$ cat src/rtl/mem_arbiter.sv
// N-channel arbiter that serialises 1/2/4-byte loads and stores onto a byte-wide RAM port.
// Round-robin (MODE=0) or fixed lowest-index priority (MODE=1); IO-window stores stall on io_buffer_full.
module mem_arbiter #(
    parameter int N_CH = 2,
    parameter int MODE = 0
) (
    input  logic                clk_in,
    input  logic                rst_in,
    input  logic [N_CH-1:0]     ch_valid,
    input  logic [32*N_CH-1:0]  ch_addr,
    input  logic [N_CH-1:0]     ch_wr,
    input  logic [2*N_CH-1:0]   ch_size,
    input  logic [32*N_CH-1:0]  ch_wdata,
    output logic [N_CH-1:0]     ch_done,
    output logic [31:0]         rdata_out,
    input  logic [7:0]          mem_din,
    output logic [7:0]          mem_dout,
    output logic [31:0]         mem_a,
    output logic                mem_wr,
    input  logic                io_buffer_full
);

    localparam int PW = (N_CH > 1) ? $clog2(N_CH) : 1;

    typedef enum logic [1:0] {
        S_IDLE,
        S_ISSUE,
        S_TAIL,
        S_DONE
    } state_t;

    state_t          r_state;
    logic [PW-1:0]   r_ptr;
    logic [PW-1:0]   r_gnt;
    logic [31:0]     r_addr;
    logic [31:0]     r_wdata;
    logic            r_wr;
    logic [1:0]      r_last;
    logic [1:0]      r_beat;
    logic [31:0]     r_asm;
    logic [31:0]     r_mem_a;
    logic [7:0]      r_mem_dout;
    logic            r_wr_req;
    logic [N_CH-1:0] r_done;
    logic [31:0]     r_rdata;

    logic            w_gnt_any;
    logic [PW-1:0]   w_gnt_idx;
    logic [31:0]     w_sel_addr;
    logic [31:0]     w_sel_wdata;
    logic            w_sel_wr;
    logic [1:0]      w_sel_size;
    logic [1:0]      w_sel_last;
    logic [N_CH-1:0] w_onehot;
    logic [31:0]     w_final;
    logic [1:0]      w_next_beat;
    logic [1:0]      w_prev_beat;
    logic            w_stall;

    // Round-robin: first pass scans from the pointer upward, second pass supplies the wrap-around.
    always_comb begin
        // NOTE: every comb output gets a default before any conditional path, so no latch is inferred.
        w_gnt_any = 1'b0;
        w_gnt_idx = '0;
        for (int c = 0; c < N_CH; c++) begin
            if (!w_gnt_any && ch_valid[c] && (MODE != 0 || c >= int'(r_ptr))) begin
                w_gnt_any = 1'b1;
                w_gnt_idx = PW'(c);
            end
        end
        for (int c = 0; c < N_CH; c++) begin
            if (!w_gnt_any && ch_valid[c]) begin
                w_gnt_any = 1'b1;
                w_gnt_idx = PW'(c);
            end
        end
    end

    always_comb begin
        w_sel_addr  = '0;
        w_sel_wdata = '0;
        w_sel_wr    = 1'b0;
        w_sel_size  = '0;
        w_onehot    = '0;
        for (int c = 0; c < N_CH; c++) begin
            if (c == int'(w_gnt_idx)) begin
                w_sel_addr  = ch_addr[32*c +: 32];
                w_sel_wdata = ch_wdata[32*c +: 32];
                w_sel_wr    = ch_wr[c];
                w_sel_size  = ch_size[2*c +: 2];
            end
            w_onehot[c] = (c == int'(r_gnt));
        end
    end

    // Size 3 is treated as a 4-byte access.
    assign w_sel_last  = (w_sel_size == 2'd0) ? 2'd0 :
                         (w_sel_size == 2'd1) ? 2'd1 : 2'd3;
    assign w_next_beat = r_beat + 2'd1;
    assign w_prev_beat = r_beat - 2'd1;
    assign w_stall     = r_wr_req && (r_mem_a[17:16] == 2'b11) && io_buffer_full;

    always_comb begin
        w_final = r_asm;
        w_final[{r_last, 3'b000} +: 8] = mem_din;
    end

    always_ff @(posedge clk_in) begin
        if (rst_in) begin
            r_state    <= S_IDLE;
            r_ptr      <= '0;
            r_gnt      <= '0;
            r_addr     <= '0;
            r_wdata    <= '0;
            r_wr       <= 1'b0;
            r_last     <= '0;
            r_beat     <= '0;
            r_asm      <= '0;
            r_mem_a    <= '0;
            r_mem_dout <= '0;
            r_wr_req   <= 1'b0;
            r_done     <= '0;
            r_rdata    <= '0;
        end else begin
            // NOTE: non-blocking assignments make every register sample pre-edge values regardless of order.
            case (r_state)
                S_IDLE: begin
                    if (w_gnt_any) begin
                        r_gnt      <= w_gnt_idx;
                        if (MODE == 0) begin
                            r_ptr <= (w_gnt_idx == PW'(N_CH - 1)) ? '0 : w_gnt_idx + PW'(1);
                        end
                        r_addr     <= w_sel_addr;
                        r_wdata    <= w_sel_wdata;
                        r_wr       <= w_sel_wr;
                        r_last     <= w_sel_last;
                        r_beat     <= '0;
                        r_asm      <= '0;
                        r_mem_a    <= w_sel_addr;
                        r_mem_dout <= w_sel_wdata[7:0];
                        r_wr_req   <= w_sel_wr;
                        r_state    <= S_ISSUE;
                    end
                end
                S_ISSUE: begin
                    if (!w_stall) begin
                        // Byte b-1 arrives one cycle after its address was presented.
                        if (!r_wr && r_beat != 2'd0) begin
                            r_asm[{w_prev_beat, 3'b000} +: 8] <= mem_din;
                        end
                        if (r_beat == r_last) begin
                            r_mem_a    <= '0;
                            r_mem_dout <= '0;
                            r_wr_req   <= 1'b0;
                            if (r_wr) begin
                                r_done  <= w_onehot;
                                r_rdata <= '0;
                                r_state <= S_DONE;
                            end else begin
                                r_state <= S_TAIL;
                            end
                        end else begin
                            r_beat     <= w_next_beat;
                            r_mem_a    <= r_addr + {30'd0, w_next_beat};
                            r_mem_dout <= r_wdata[{w_next_beat, 3'b000} +: 8];
                        end
                    end
                end
                S_TAIL: begin
                    r_rdata <= w_final;
                    r_done  <= w_onehot;
                    r_state <= S_DONE;
                end
                S_DONE: begin
                    r_done  <= '0;
                    r_rdata <= '0;
                    r_state <= S_IDLE;
                end
                default: r_state <= S_IDLE;
            endcase
        end
    end

    assign ch_done   = r_done;
    assign rdata_out = r_rdata;
    assign mem_a     = r_mem_a;
    assign mem_dout  = r_mem_dout;
    assign mem_wr    = r_wr_req && !w_stall;

endmodule
$ cat config.mk
export PLATFORM = sky130hd
export DESIGN_NAME = mem_arbiter
export DESIGN_NICKNAME = d
export VERILOG_FILES = /design/src/rtl/mem_arbiter.sv
export SDC_FILE = /design/constraint.sdc
export NUM_CORES = 1
export LEC_CHECK = 0
export BUFFER_PORTS_ARGS = -buffer_cell sky130_fd_sc_hd__buf_2
export CAP_MARGIN = 0
export CORE_ASPECT_RATIO = 0.75
export CORE_MARGIN = 4
export CORE_UTILIZATION = 46
export CTS_BUF_LIST = sky130_fd_sc_hd__clkbuf_8
export CTS_CLUSTER_DIAMETER = 120
export DETAILED_ROUTE_END_ITERATION = 8
export PLACE_DENSITY_LB_ADDON = 0.1
export SETUP_SLACK_MARGIN = 0.4
export SKIP_CTS_REPAIR_TIMING = 1
export SLEW_MARGIN = 25
export SYNTH_ARGS = -nofsm -noshare
export SYNTH_HDL_FRONTEND = slang
export SYNTH_SLANG_ARGS = --single-unit
$ cat constraint.sdc
create_clock -name clk_in -period 3.1 [get_ports clk_in]
set_input_delay 0.31 -clock clk_in [delete_from_list [all_inputs] [get_ports clk_in]]
set_output_delay 0.31 -clock clk_in [all_outputs]
set_load 0.01 [all_outputs]
==> flow_summary.toml, run 1 <==
[power_and_ir_drop]
finalPower_w = 0.00872
power_leakage_nw = 4.45
ir_worst_vdd_mv = 0.484
power_density_mw_per_mm2 = 816

[synth]
ys.flop_type = "dfxtp_1"
synth_seq_area_share_pct = 40.6
synth-edff-count = 0
postSynthAreaPerCell_um2 = 8.38
synth_nets = 1221
async_flop_share_pct = 0
yosys_warnings = 0
syn-instance-count = 1058
synthDistinctLibCells = 58
synth_seq_cells = 180
syn_area_mm2 = 0.00887

[clocking]
clk_latency_ns = 0.47
cts_tree = "built"
cts_sinks = 180
cts_root_buf = "clkbuf_8"
cts_made_buffers = 17
h-tree-depth = 4
path_clk_slew_ns = 0.09
cts_buffer_depth = 2

[critical_path]
cp_max_fo = 13
reg2reg_depth = 9
critPathCaptureType = "flop"
start_kind = "flop"
worstPathRequired_ns = 3.51
crit_type = "reg2reg"
setup.worst_path.start = "r_beat[1]$_SDFFE_PP0P_"
r2r_setup_slack_ns = 0.57
reg2reg_from = "r_beat[1]$_SDFFE_PP0P_"
cp_data_arrival_time_ns = 2.94
worstReg2RegEnd = "mem_a[24]$_SDFFE_PP0P_"

[cells_and_area]
drive_gt1_share_pct = 25.0
area_delta_synth_final_pct = 20.5
nNetsFinal = 1405
layout_commonest_cell = "buf_2"
final_cell_mix = "220 x buf_2, 178 x dfxtp_1, 101 x nand2_1"
final_cell_area_mm2 = 0.0107

[route]
drt_iter0_markers = 704
vias = 8567
viasPerCell = 5.70
postRouteWirelength_um = 26800
drc = 0
first_pass_iters = 6
wire_per_inst_um = 17.8
drtAntennaViolNets = 0

[job]
cap_violations = 0

[floorplan]
start_util_pct = 47.4
fp.dieW_um = 168
core.rowCount = 43
dieArea_mm2 = 0.0216
die_height_um = 128
io_pins = 222
core_area_mm2 = 0.0187

[placement]
place_hpwl_um = 19100
placed_cell_area_mm2 = 0.0102
io_buffers = 221
gp_congestion = 0.826

[sta]
min_period_ns = 2.53
worst_pin_slew_ns = 0.943
fin_skew_ns = 0.0142
hold_viol_final = 0
fmaxAchievable_mhz = 396
period_share_pct = 81.5
finalSetupTns_ns = 0
final_max_slew_viol_count = 0
setup_viol = 0
slew_headroom_pct = 37.1
rsz0062_at_grt = "false"

[global_route]
grt_start_max_net_pins = 87
grt_pass1_wl_um = 42300
grtUsageTotal_pct = 24.1
grt_pass1_vias = 7972
antenna_found_initial = 2
overflow = 0

[worst_hold_path]
hold_end = "r_wdata[10]$_SDFFE_PP0P_"
hp-start = "ch_wdata[42]"
hold_depth = 3
min_path_type = "in2reg"

[status]
outcome = "finished clean"
## layout make-up
class	count	area [um^2]
clock buffers	17	234
diodes	1	2.50
well taps	247	309
inverters	39	146
repair buffers	252	1400
flip-flops and latches	180	3610
clock inverters	14	154
fillers	1823	8030
multi-input cells	752	4840
## report_power, final
part / leakage (nW) / switching (W) / total (W) / internal (W)
clock: 0.195 / 0.000901 / 0.00163 / 0.000724
combinational: 2.77 / 0.00227 / 0.00376 / 0.00148
sequential: 1.48 / 0.000492 / 0.00334 / 0.00285
## cells in the mapped netlist (all sizes together), types with 9 or more instances
cell	n	area, um^2
a22o	15	131
nand3	59	295
inv	39	146
a21oi	99	495
a2bb2oi	20	175
a211oi	53	403
nor4	12	103
nand4	9	56.3
clkbuf	55	206
a22oi	32	240
xor2	9	78.8
nor3	18	95.1
a31oi	12	75.1
o21ai	66	330
ha	15	188
nor2	89	337
dfxtp	180	3600
o31a	10	87.6
mux2i	45	450
buf	32	163
nand2	102	383
## stage by stage
step | util [%] | std cells | hold WS [ns] | setup WS (ns)
floorplan | - | 1058 | 0.419 | 0.405
global placement | 54.6 | 1465 | 0.428 | 0.363
detailed placement | 54.7 | 1466 | 0.430 | 0.284
CTS | 56.7 | 1497 | 0.116 | 0.246
global route | 57.1 | 1502 | 0.120 | 0.402
finish | 57.1 | 1502 | 0.138 | 0.574
## cells by family (layout without fill, tap and decap cells)
logic type | Yosys count | after routing | share of synthesized area, %
AO/OA/AOI/OAI | 342 | 342 | 25.1
XOR/XNOR | 16 | 16 | 1.58
adder cells (fa/ha/maj) | 16 | 16 | 2.34
buffers and inverters | 126 | 322 | 5.81
flip-flops | 180 | 180 | 40.6
multiplexers | 53 | 53 | 7.11
other | 0 | 1 | 0
AND/OR/NAND/NOR | 325 | 325 | 17.5
## worst max-delay path, cell delays in order, from the launching register on
cell	delay (ns)
dfxtp_2	0.38
inv_1	0.10
ha_4	0.27
inv_2	0.04
fa_2	0.36
and4b_2	0.40
nand2_4	0.13
or4_1	0.49
a21oi_1	0.16
o31a_1	0.14
## registers in the layout, summed over array words and instances, names as in the netlist, 2 cells and up
signal and flops:
ch_done 2, r_last 2, r_beat 2, r_asm 32, mem_dout 8, rdata_out 32
mem_a 32, r_wdata 32, r_addr 32, r_state 2
## metal layers
metal | global-route usage (%) | routed length, um | vias up
met5 | 0 | 13 | -
met4 | 5.30 | 289 | 2
met3 | 5.61 | 2060 | 25
li1 | - | - | 4216
met1 | 34.8 | 12800 | 4026
met2 | 37.0 | 11600 | 298
## worst max path at each step
stage	endpoint	slack [ns]
after floorplan	mem_a[22]$_SDFFE_PP0P_	0.40
after global placement	mem_a[28]$_SDFFE_PP0P_	0.36
after detailed placement	mem_a[28]$_SDFFE_PP0P_	0.28
after CTS	mem_a[24]$_SDFFE_PP0P_	0.25
after global routing	r_asm[3]$_SDFFE_PP0P_	0.40
final	mem_a[24]$_SDFFE_PP0P_	0.57
Note: power is estimated with default switching activity, not from simulation.
==> inputs of run 2 (changes only) <==
--- a/config.mk
+++ b/config.mk
@@ -5,6 +5,7 @@
 export SDC_FILE = /design/constraint.sdc
 export NUM_CORES = 1
 export LEC_CHECK = 0
+export ABC_AREA = 1
 export BUFFER_PORTS_ARGS = -buffer_cell sky130_fd_sc_hd__buf_2
 export CAP_MARGIN = 0
 export CORE_ASPECT_RATIO = 0.75
==> constraint.sdc (replaced) <==
create_clock -name clk_in -period 2.6 [get_ports clk_in]
set_input_delay 0.26 -clock clk_in [delete_from_list [all_inputs] [get_ports clk_in]]
set_output_delay 0.26 -clock clk_in [all_outputs]
set_load 0.01 [all_outputs]
==> run 2 against run 1 <==
Net effect:
- combinational power grew 34%
- via count up 17%
- critical path type unchanged
- non-clock buffer count is 2 higher
- utilization fell by 0.66 points
- setup slack got worse by 0.13 ns
- sequential power increased by 22%
- critical path depth up 3
- synthesized area is 7.3% higher
- clock-buffer cell count increased by 3
- clock power rose by 25%
- sequential share of layout area shrank 2.2 points
==> flow_summary.toml, run 2 <==
[floorplan]
dieArea_mm2 = 0.0231
fp.dieW_um = 174
io_pins = 222
die_height_um = 133
start_util_pct = 47.0
core.rowCount = 45
core_area_mm2 = 0.0203

[synth]
syn_area_mm2 = 0.00952
synthDistinctLibCells = 36
synth_top_area_cell = "dfxtp_1"
syn-instance-count = 1447
synth_seq_area_share_pct = 37.8
synthTopCellsByCount = "359 x nand2_1, 180 x dfxtp_1, 168 x nor2_1, 129 x inv_1, 120 x a21oi_1"
ys.flop_type = "dfxtp_1"
async_flop_share_pct = 0
yosys-top-cells-area = "dfxtp_1 38%, nand2_1 14%, nor2_1 6.6%"
synth.most_common_cell = "nand2_1"
yosys_warnings = 0
synth_nets = 1610
synth-edff-count = 0
postSynthAreaPerCell_um2 = 6.58
synth_top_area_share_pct = 37.8
synth_seq_cells = 180

[cells_and_area]
layout_commonest_cell = "nand2_1"
fin_util_pct = 56.4
fin_cells = 1909
final_cell_mix = "357 x nand2_1, 221 x buf_2, 177 x dfxtp_1"
area_delta_synth_final_pct = 20.1
antenna_cells = 0
nNetsFinal = 1802
drive_gt1_share_pct = 22.0

[placement]
place_hpwl_um = 21700
gp_congestion = 0.913
io_buffers = 221
dp_cells = 1864

[route]
first_pass_iters = 7
vias = 10028
viasPerCell = 5.25
drc = 0
postRouteWirelength_um = 30400
drtAntennaViolNets = 0
drt_iter0_markers = 841
wire_per_inst_um = 15.9

[critical_path]
cp_data_arrival_time_ns = 2.51
worstReg2RegEnd = "mem_a[22]$_SDFFE_PP0P_"
critPathCaptureType = "flop"
cp_max_fo = 5
cp_num_cells = 12
cp_slowest_cell = "fa_2"
r2r_setup_slack_ns = 0.45
reg2reg_from = "r_beat[1]$_SDFFE_PP0P_"
cp_slowest_stage_delay_ns = 0.40
cp_num_buf_inv = 4
worstPathRequired_ns = 2.95
start_kind = "flop"
crit_type = "reg2reg"
cp_cell_sequence = "inv_4, ha_4, clkinv_8, fa_2, nor2_4, nand3_4, nor2_4, buf_6, buf_4, nand3_1, nand3_1, a21oi_2"
reg2reg_depth = 12
path_delay_family = "adder cells"

[clocking]
cts_made_buffers = 17
h-tree-depth = 4
clk_latency_ns = 0.47
cts_root_buf = "clkbuf_8"
cts_buffer_depth = 2
path_clk_slew_ns = 0.10
cts_sinks = 180
cts_tree = "built"

[global_route]
antenna_found_initial = 0
grtUsageTotal_pct = 25.2
grt_pass1_vias = 8857
grt_pass1_wl_um = 47700
overflow = 0
grt_start_max_net_pins = 85

[worst_hold_path]
hold_depth = 3
hp-start = "ch_wdata[25]"
min_path_type = "in2reg"
hold_end = "r_wdata[25]$_SDFFE_PP0P_"

[sta]
rsz0062_at_grt = "true"
fmaxAchievable_mhz = 464
final_max_slew_viol_count = 0
finalSetupTns_ns = 0
slew_headroom_pct = 36.2
setup_viol = 0
period_share_pct = 82.8
worst_pin_slew_ns = 0.957
fin_skew_ns = 0.0179
min_period_ns = 2.15
hold_viol_final = 0

[status]
outcome = "finished clean"

[job]
cap_violations = 0

[power_and_ir_drop]
power_leakage_nw = 5.05
ir_worst_vdd_mv = 0.598
power_density_mw_per_mm2 = 976
-- run 2: worst max path at each step --
stage	start	endpoint	slack (ns)
6_report	r_beat[1]$_SDFFE_PP0P_	mem_a[22]$_SDFFE_PP0P_	0.45
5_1_grt	r_state[0]$_SDFFE_PP0P_	mem_a[24]$_SDFFE_PP0P_	0.34
4_1_cts	r_beat[1]$_SDFFE_PP0P_	mem_a[30]$_SDFFE_PP0P_	0.28
3_5_place_dp	r_beat[1]$_SDFFE_PP0P_	mem_a[30]$_SDFFE_PP0P_	0.30
3_3_place_gp	r_beat[1]$_SDFFE_PP0P_	mem_a[30]$_SDFFE_PP0P_	0.35
2_1_floorplan	r_beat[0]$_SDFFE_PP0P_	mem_a[30]$_SDFFE_PP0P_	0.28
-- run 2: final cells by class --
| class | instances | area (um^2) |
|---|---|---|
| fillers | 2060 | 8830 |
| flip-flops and latches | 180 | 3610 |
| multi-input cells | 1044 | 5120 |
| well taps | 258 | 323 |
| inverters | 142 | 554 |
| repair buffers | 254 | 1410 |
| clock buffers | 20 | 275 |
| clock inverters | 11 | 140 |
-- run 2: per-stage QoR --
step	hold slack, ns	worst slack, ns	power, W	area (um^2)
finish	0.0462	0.447	0.0112	11400
global route	0.0187	0.345	0.0120	11400
CTS	0.0132	0.279	0.0109	11200
detailed placement	0.440	0.304	0.00889	10800
global placement	0.431	0.348	0.00886	10800
floorplan	0.415	0.276	0.00742	9590
-- run 2: power breakdown --
group / switching (W) / internal, W
logic: 0.00331 / 0.00173
clock network: 0.00109 / 0.000951
registers: 0.000600 / 0.00348
total: 0.00501 / 0.00616
-- run 2: metal layers --
| layer | wire length (um) | up-vias | global-route usage, % |
|---|---|---|---|
| met5 | 0 | - | 0 |
| met4 | 399 | 0 | 5.32 |
| li1 | - | 5137 | - |
| met2 | 11900 | 370 | 34.5 |
| met3 | 2330 | 30 | 5.46 |
| met1 | 15700 | 4491 | 40.0 |
-- run 2: logic make-up (layout without fill, tap and decap cells) --
kind of cell | Yosys count | after routing | synth area share, %
fa+ha+maj | 16 | 16 | 2.18
buf+inv | 224 | 427 | 9.49
flops | 180 | 180 | 37.8
compound gates | 331 | 331 | 19.7
simple gates | 696 | 697 | 30.8
-- run 2: tightest hold or removal path: stages --
cell and delay [ns]:
buf_2 0.09, nand2_1 0.05, a31oi_1 0.06
